===== src/rtl/byte_striping_tx.sv =====
// byte_striping_tx: splits one byte stream into even/odd lanes, flushing a lone even byte after FLUSH_CYCLES idle cycles.
// Optional parity outputs enabled by defining BYTE_STRIPING_TX_PARITY_EN.
module byte_striping_tx #(
    parameter int unsigned FLUSH_CYCLES = 2
) (
    input  logic       clk_2f,
    input  logic       reset,
    input  logic [7:0] data_in,
    input  logic       valid_in,
    output logic [7:0] lane_0,
    output logic       valid_0,
    output logic [7:0] lane_1,
    output logic       valid_1,
`ifdef BYTE_STRIPING_TX_PARITY_EN
    output logic       parity_0,
    output logic       parity_1,
`endif
    output logic       holding
);
    typedef enum logic {IDLE, HOLD} state_t;
    localparam logic [3:0] FLUSH = 4'(FLUSH_CYCLES);
    state_t     state_q, state_d;
    logic [7:0] hold_q, hold_d, lane_0_q, lane_0_d, lane_1_q, lane_1_d;
    logic [3:0] cnt_q, cnt_d;
    logic       valid_0_q, valid_0_d, valid_1_q, valid_1_d;
    logic       flush;
    // The idle cycle that reaches FLUSH_CYCLES is the one that emits the lone byte.
    assign flush = (FLUSH != 4'd0) && (cnt_q + 4'd1 == FLUSH);
    always_comb begin
        state_d   = state_q;
        hold_d    = hold_q;
        cnt_d     = cnt_q;
        lane_0_d  = 8'h00;
        lane_1_d  = 8'h00;
        valid_0_d = 1'b0;
        valid_1_d = 1'b0;
        if (state_q == IDLE) begin
            if (valid_in) begin
                hold_d  = data_in;
                cnt_d   = 4'd0;
                state_d = HOLD;
            end
        end else if (valid_in) begin
            lane_0_d  = hold_q;
            lane_1_d  = data_in;
            valid_0_d = 1'b1;
            valid_1_d = 1'b1;
            cnt_d     = 4'd0;
            state_d   = IDLE;
        end else if (flush) begin
            lane_0_d  = hold_q;
            valid_0_d = 1'b1;
            cnt_d     = 4'd0;
            state_d   = IDLE;
        end else if (cnt_q != 4'hF) begin
            cnt_d = cnt_q + 4'd1;
        end
    end
    always_ff @(posedge clk_2f or posedge reset) begin
        if (reset) begin
            state_q   <= IDLE;
            hold_q    <= 8'h00;
            cnt_q     <= 4'd0;
            lane_0_q  <= 8'h00;
            lane_1_q  <= 8'h00;
            valid_0_q <= 1'b0;
            valid_1_q <= 1'b0;
        end else begin
            state_q   <= state_d;
            hold_q    <= hold_d;
            cnt_q     <= cnt_d;
            lane_0_q  <= lane_0_d;
            lane_1_q  <= lane_1_d;
            valid_0_q <= valid_0_d;
            valid_1_q <= valid_1_d;
        end
    end
`ifdef BYTE_STRIPING_TX_PARITY_EN
    logic parity_0_q, parity_1_q;
    // Lane data is zero when invalid, so parity is zero then too.
    always_ff @(posedge clk_2f or posedge reset) begin
        if (reset) begin
            parity_0_q <= 1'b0;
            parity_1_q <= 1'b0;
        end else begin
            parity_0_q <= ^lane_0_d;
            parity_1_q <= ^lane_1_d;
        end
    end
    assign parity_0 = parity_0_q;
    assign parity_1 = parity_1_q;
`endif
    assign lane_0  = lane_0_q;
    assign lane_1  = lane_1_q;
    assign valid_0 = valid_0_q;
    assign valid_1 = valid_1_q;
    assign holding = (state_q == HOLD);
endmodule


===== config.mk =====
export PLATFORM = sky130hd
export DESIGN_NAME = byte_striping_tx
export DESIGN_NICKNAME = d
export VERILOG_FILES = /design/src/rtl/byte_striping_tx.sv
export SDC_FILE = /design/constraint.sdc
export NUM_CORES = 1
export LEC_CHECK = 0
export CORE_MARGIN = 2
export CORE_UTILIZATION = 50
export CTS_BUF_LIST = sky130_fd_sc_hd__clkbuf_4
export DETAILED_ROUTE_END_ITERATION = 8
export GPL_TIMING_DRIVEN = 0
export HOLD_SLACK_MARGIN = 0.05
export PLACE_DENSITY = 0.86
export SYNTH_ARGS = -nofsm -noshare
export SYNTH_HDL_FRONTEND = slang
export SYNTH_SLANG_ARGS = --single-unit

===== constraint.sdc =====
create_clock -name clk_2f -period 3.1 [get_ports clk_2f]
set_clock_uncertainty 0.2 [all_clocks]
set_input_delay 0.775 -clock clk_2f [delete_from_list [all_inputs] [get_ports clk_2f]]
set_output_delay 0.775 -clock clk_2f [all_outputs]
set_load 0.005 [all_outputs]

Word-level counts from Yosys, hierarchy flattened
Cells that the tools add are included.

storage, ports and cells
  register bits = 31
  word-level logic and storage cells = 33
  input port bits = 11

cells by class
  reductions and logical operators = 4
  mux-type cells = 18
  equality and inequality tests = 2
  $add $sub $neg = 1
  bitwise operators = 1

operators with widths
  kind                                                 count
  two-way mux 8 bit                                    5
  two-way mux 4 bit                                    5
  two-way mux 1 bit                                    8
  adder 4 x 1 -> 4 bit, second input constant          1
  equality test 4 x 2 -> 1 bit, second input constant  1
  != test 4 bit, second input constant                 1
  AND reduction 2 bit                                  2
  nonzero test 3 bit                                   1
  nonzero test 2 bit                                   1
  NOT 1 bit                                            1

Depth between registers and ports, before layout
Gate-level depths: netlist (run 1).

  word-level depth = 5
  gate-level depth with buffers = 7
  mapped depth without buffers = 6

Worst setup path after synthesis (run 1)
Ideal clock, no wire load.

  path type = reg2reg
  start point = register cnt_q[0]
  end point = register lane_0_q[0] (netlist: lane_0[0])
  path slack = 1.335 ns
  path buffers = 1
  data arrival time = 1.450 ns
  data required time = 2.784 ns
  stages on the path, launching flop included = 7
  path through = dfrtp_1 ha_1 and3_1 a21o_1 o21ba_1 buf_6 nor2_1

between the ends
  longest elaborated chain between the ends = 5

ends and longest elaborated chain
  what                          line  RTL
  start: declaration            24    logic [3:0] cnt_q, cnt_d;
  start signal: assignment      71    cnt_q <= cnt_d;
  adder 4 x 1 -> 4 bit          28    assign flush = (FLUSH != 4'd0) && (cnt_q + 4'd1 == FLUSH);
  equality test 4 x 2 -> 1 bit  28
  two-way mux 8 bit             50    end else if (flush) begin
  two-way mux 8 bit             43    end else if (valid_in) begin
  two-way mux 8 bit             37    if (state_q == IDLE) begin
  named net lane_0_d[0]         23    logic [7:0] hold_q, hold_d, lane_0_q, lane_0_d, lane_1_q, lane_1_d;
  end signal: assignment        72    lane_0_q <= lane_0_d;
  end: declaration              23

The timed path passes the listed nets, and every way through them passes these cells.
A chain may end at the register's enable or synchronous reset.

Worst setup path after layout (run 1)
  start point = register state_q (netlist: holding)
  end point = output port holding

RTL lines
  what                      line  RTL
  start: declaration        22    state_t state_q, state_d;
  start signal: assignment  69    state_q <= state_d;
  end: declaration          18    output logic holding

No word-level cell between the ends.

==> key figures, run 1 <==
Synthesis
  – Netlist Area Pre-Place: 1224 µm²
  – FF+latch count, synth: 31
  – Area fraction of the dominant cell type after synthesis: 63.39%
  – Most area-consuming cells after synthesis: dfrtp_1 63%, mux2_2 7.4%, and3_1 5.1%
  – Yosys synthesis warning count: 0
  – Post-synthesis area per instance: 12.12 µm²
  – Net Count, Synth: 114
  – Register area share after synthesis: 63.39%
  – Distinct cells, synth: 29
  – Post-Synthesis Cells: 101
  – Area leader, netlist: dfrtp_1

Critical path
  – Critical Path End Type: primary output
  – Worst r2r path cells: 6
  – Cell family with most CP delay: buffers and inverters
  – Crit path depth: 1
  – Setup crit start: holding
  – R2R Path Start: cnt_q[0]
  – CP Cell Sequence: clkdlybuf4s50_1
  – Crit path buf inv count: 1
  – Worst Path Required: 2.12 ns
  – Startpoint types: register
  – CP endpoint: holding
  – Worst EP arrival: 1.35 ns
  – Critical path class: reg -> out
  – Reg2reg end: lane_0[5]
  – Slowest Stage Delay on Critical Path: 0.55 ns
  – Maximum fanout along the worst path: 7
  – CP max stage cell: clkdlybuf4s50_1
  – Worst R2R Setup Slack: 1.13 ns

Global routing
  – Number of global-route vias before repair: 870
  – First-pass GRT wire length: 3967 µm
  – Initial antenna violation count: 0
  – Total grt overflow: 0
  – Largest net degree at the start of global routing: 32
  – All-Layer GR Usage: 20.45%

Floorplan
  – Die Ht: 53.47 µm
  – IO Pins: 30
  – Die X: 53.47 µm
  – Starting Density: 54.27%
  – Area of the die: 2859 µm²
  – Row count: 17
  – Core area: 2255 µm²

Pwr
  – Power per cell area: 634.5 nW/µm²
  – Internal Power: 723.3 µW
  – VDD IR max: 0.4130 mV
  – Logic pwr share: 27.2%
  – Sw Pwr: 288.8 µW
  – Seq pwr share: 52.7%
  – Switching part of the total: 28.54%
  – Final Power: 1012 µW
  – Clock power share: 20.1%
  – P_leak: 0.0007530 µW

Status
  – Status: finished, final reports clean

Final layout
  – Share of cells above drive strength 1: 12.41%
  – Cell area after layout: 1595 µm²
  – # nets final: 150
  – Final Non-Filler Cells: 165
  – Antenna diodes: 0
  – Area Growth Syn to Fin: 30.37%

Worst hold path
  – Worst Hold Class: reg -> reg

CTS
  – PostCTS Resize Cnt: 0
  – CTS Hold Bufs: 0
  – Clock root buffer: clkbuf_4
  – Postcts setup bufs: 0
  – # H-tree levels: 2
  – Clock Pin Slew Worst Setup and Hold Paths: 0.09 ns
  – CTS Buf Count: 5
  – CTS tree: yes
  – Clock insertion delay at the later pin of the skew report: 0.32 ns
  – Clock sinks: 31
  – Clock Path Buffers: 2

Place
  – Hpwl dp: 1696 µm
  – Placed Cells: 158
  – Pre-CTS setup slack: 0.6324 ns
  – Placer Congestion: 0.8140
  – Area after DPL: 1549 µm²
  – Buffers on Ports: 29

STA
  – RSZ-0062 raised after global routing: false
  – Final setup viols: 0
  – Worst-margin pin slew: 1.094 ns
  – Slew HR: 26.99%
  – Setup TNS Final: 0 ns
  – Worst setup margin: 0.7717 ns
  – Final Max Slew Viols: 0
  – Final Hold Viols: 0
  – Final worst path period share: 75.11%
  – Period minus WS final: 2.328 ns
  – Max Freq: 429.5 MHz

Routing
  – Post-Route WL: 2397 µm
  – DRC viols: 0
  – Starting DRT DRC Count: 17
  – Drt first pass iters: 4
  – Routed Antenna Nets: 0
  – Vias post-DR: 857
  – WL per Instance: 14.53 µm
  – Vias/cell: 5.194

Flow run
  – Max_cap viols: 0
registers in the layout, summed over array words and instances, names as in the netlist:
| register | count |
|---|---|
| holding | 1 |
| valid_0 | 1 |
| lane_0 | 8 |
| valid_1 | 1 |
| lane_1 | 8 |
| cnt_q | 4 |
| hold_q | 8 |
layout by cell type (no fill, tap or decap), drive strengths merged, types with 2 or more instances in the layout:
cell type      Yosys  layout
a21oi              3       3
clkdlybuf4s50      0      29
nand2              8       8
inv                2       2
mux2               8       8
dfrtp             31      31
clkinv             0       2
nor2b              2       2
and3              10      10
clkbuf             3       8
ha                 2       2
nor2              11      11
o21ai              2       2
nand3              3       3
buf                2       2
power groups by stage:
stage          Sequential (µW)  Combinational, µW  Clock (µW)
6_report                   533                276         204
5_1_grt                    541                308         232
4_1_cts                    533                280         211
3_5_place_dp               542                278           0
3_3_place_gp               536                270           0
2_1_floorplan              536                142           0
metrics by stage:
step / hold WS [ns] / utilization, %
after floorplan: 0.2688 / -
after global placement: 0.2822 / 68.70
after detailed placement: 0.2863 / 68.70
after CTS: 0.3066 / 70.75
after global routing: 0.3283 / 70.75
final: 0.3071 / 70.75
synthesized netlist by cell type, drive strengths merged:
| library cell | count |
|---|---|
| dfrtp | 31 |
| nor2 | 11 |
| and3 | 10 |
| mux2 | 8 |
| nand2 | 8 |
| a21oi | 3 |
| clkbuf | 3 |
| nand3 | 3 |
| buf | 2 |
| ha | 2 |
| inv | 2 |
| nor2b | 2 |
| o21ai | 2 |
| a21boi | 1 |
| a21o | 1 |
| and2 | 1 |
| and4 | 1 |
| nand2b | 1 |
| nand3b | 1 |
| nand4b | 1 |
| nor3 | 1 |
| o211ai | 1 |
| o21ba | 1 |
| o21bai | 1 |
| o311ai | 1 |
| o41ai | 1 |
| xor2 | 1 |
worst min path at each step:
stage / startpoint / to / cells past startpoint
floorplan: hold_q[0] / lane_0[0] / 2
global placement: hold_q[6] / lane_0[6] / 2
detailed placement: hold_q[6] / lane_0[6] / 2
CTS: hold_q[6] / lane_0[6] / 2
global route: hold_q[6] / lane_0[6] / 2
finish: hold_q[0] / lane_0[0] / 2
routing by layer:
layer / vias up / global-route usage (%) / wire [µm]
li1: 417 / - / -
met1: 403 / 23.28 / 991
met3: 2 / 9.040 / 203
met2: 35 / 33.74 / 1180
met5: - / 0 / 0
met4: 0 / 7.265 / 21
layout make-up:
type / instances / area (µm²)
inverters: 2 / 7.507
flip-flops and latches: 31 / 775.7
plain buffers: 5 / 27.53
multi-input cells: 63 / 412.9
well taps: 28 / 35.03
fillers: 177 / 659.4
repair buffers: 29 / 290.3
clock inverters: 2 / 8.758
clock buffers: 5 / 37.54
logic make-up (layout without fill, tap and decap cells):
logic type / count (synthesis) / count (layout) / synth area share (%)
compound gates: 12 / 12 / 6.749
xor+xnor: 1 / 1 / 0.7159
fa+ha+maj: 2 / 2 / 2.045
buf+inv: 7 / 43 / 2.863
flops: 31 / 31 / 63.39
mux: 8 / 8 / 7.362
simple gates: 40 / 40 / 16.87
(Power assumes the default switching activity.)
==> inputs of run 2 (changes only) <==
Settings changed: CORE_ASPECT_RATIO set to 0.5, CORE_UTILIZATION 50 to 45, PLACE_DENSITY 0.86 to 0.82.
Clock period 3.1 ns to 1.9 ns, I/O delays scaled along.
==> key figures, run 2 (same netlist as run 1, synthesis figures left out) <==
CTS
  – CTS Hold Bufs: 0
  – CTS tree: yes
  – Clock Path Buffers: 2
  – Clock sinks: 31
  – # H-tree levels: 2
  – Clock insertion delay at the later pin of the skew report: 0.32 ns
  – CTS Buf Count: 5
  – Clock Pin Slew Worst Setup and Hold Paths: 0.09 ns
  – Clock root buffer: clkbuf_4

Global routing
  – Initial antenna violation count: 0
  – Number of global-route vias before repair: 850
  – Largest net degree at the start of global routing: 32
  – Total grt overflow: 0
  – First-pass GRT wire length: 3705 µm
  – All-Layer GR Usage: 16.41%

Pwr
  – P_leak: 0.0007592 µW
  – VDD IR max: 0.3541 mV
  – Power per cell area: 1025 nW/µm²

Final layout
  – Area Growth Syn to Fin: 34.66%
  – Filler cell count: 203
  – Most frequent cells in the layout: 28 x dfrtp_1, 28 x clkdlybuf4s50_1, 11 x nor2_1
  – Seq. cell area: 779.5 µm²
  – Antenna diodes: 0
  – Multi-input combinational cell area: 425.4 µm²
  – Share of cells above drive strength 1: 17.86%
  – # nets final: 153

Critical path
  – Crit path buf inv count: 2
  – Cell family with most CP delay: flip-flops
  – Worst R2R Setup Slack: 0.03 ns
  – Critical Path End Type: register
  – Critical path class: reg -> reg
  – Slowest Stage Delay on Critical Path: 0.44 ns
  – CP Cell Sequence: inv_1 -> ha_1 -> and3_1 -> a21o_1 -> o21ba_1 -> buf_6 -> nor2_1
  – CP max stage cell: dfrtp_2
  – Maximum fanout along the worst path: 9
  – Reg2reg end: lane_0[5]
  – Worst EP arrival: 1.88 ns
  – R2R Path Start: cnt_q[1]
  – Worst r2r path cells: 7
  – Worst Path Required: 1.92 ns
  – Startpoint types: register

STA
  – Hold slack: 0.3009 ns
  – Final worst path period share: 98.18%
  – Max Freq: 536.0 MHz
  – Setup TNS Final: 0 ns
  – Final setup viols: 0
  – Slew HR: 57.78%
  – Worst-margin pin slew: 0.6320 ns
  – Period minus WS final: 1.866 ns
  – Final Max Slew Viols: 0
  – Final Hold Viols: 0

Routing
  – Post-Route WL: 2354 µm
  – Drt first pass iters: 4
  – Vias/cell: 5.017
  – DRC viols: 0
  – Vias post-DR: 888
  – Routed Antenna Nets: 0
  – Starting DRT DRC Count: 26
  – WL per Instance: 13.30 µm

Place
  – Buffers on Ports: 29
  – Placer Congestion: 0.7608
  – Hpwl dp: 1527 µm

Worst hold path
  – Worst Hold Class: reg -> reg
  – Hold path start: hold_q[5]
  – Hold Crit Depth: 2
  – Hold endpoint: lane_0[5]

Flow run
  – Max_cap viols: 0

Status
  – Status: finished, final reports clean

Floorplan
  – Die X: 77.75 µm
  – Starting Density: 47.31%
  – Core area: 2586 µm²
  – Area of the die: 3178 µm²
  – Die Ht: 40.88 µm
  – IO Pins: 30
  – Row count: 13
[run 2: worst min-delay path: cells and delay by family, from the launching register on]
family	cells	cell delay [ns]
DFF	1	0.38
and+or+nand+nor	2	0.09
[run 2: report_power, final]
| group | leakage, µW | total (µW) | switching (µW) | internal, µW |
|---|---|---|---|---|
| clock | 0.0000285 | 336 | 205 | 131 |
| sequential | 0.000398 | 869 | 73.3 | 796 |
| combinational | 0.000333 | 484 | 209 | 275 |
| total | 0.000759 | 1690 | 487 | 1200 |
[run 2: cell type report]
type	count	share of cell area (%)
Timing Repair Buffer	32	18.91
Clock inverter	2	0.5315
Multi-Input combinational cell	63	25.82
Buffer	5	1.670
Clock buffer	5	2.278
Inverter	2	0.6834
Sequential cell	31	47.30
Tap cell	37	2.809
[run 2: how the worst max path moves through the flow]
stage              from        end  slack [ns]  cells past startpoint
2_1_floorplan  cnt_q[0]  lane_0[0]        0.13                      6
3_3_place_gp   valid_in  hold_q[1]       -0.23                      4
3_5_place_dp   valid_in  hold_q[1]       -0.25                      4
4_1_cts        cnt_q[1]  lane_0[4]        0.03                      7
5_1_grt        cnt_q[1]  lane_0[2]       -0.01                      7
6_report       cnt_q[1]  lane_0[5]        0.03                      7
[run 2: timing repair]
action	in CTS	in global routing
cloned	0	0
setup endpoints to repair	10	12
setup buffers	1	2
gates resized for setup	3	4
[run 2: through the flow]
step	power [µW]	std cells	area, µm²	utilization, %	setup slack, ns
2_1_floorplan	1107	101	1224	-	0.1345
3_3_place_gp	1315	167	1560	60.33	-0.2278
3_5_place_dp	1332	167	1560	60.33	-0.2540
4_1_cts	1672	175	1617	62.51	0.03071
5_1_grt	1779	177	1648	63.72	-0.01074
6_report	1690	177	1648	63.72	0.03450
[run 2: metal layers]
layer / part of all wire (%) / GRT usage, % / up-vias
met5: 0 / 0 / -
met4: 2.0 / 9.821 / 0
met3: 7.8 / 6.608 / 6
met2: 50 / 29.31 / 39
met1: 41 / 17.72 / 416
li1: - / - / 427
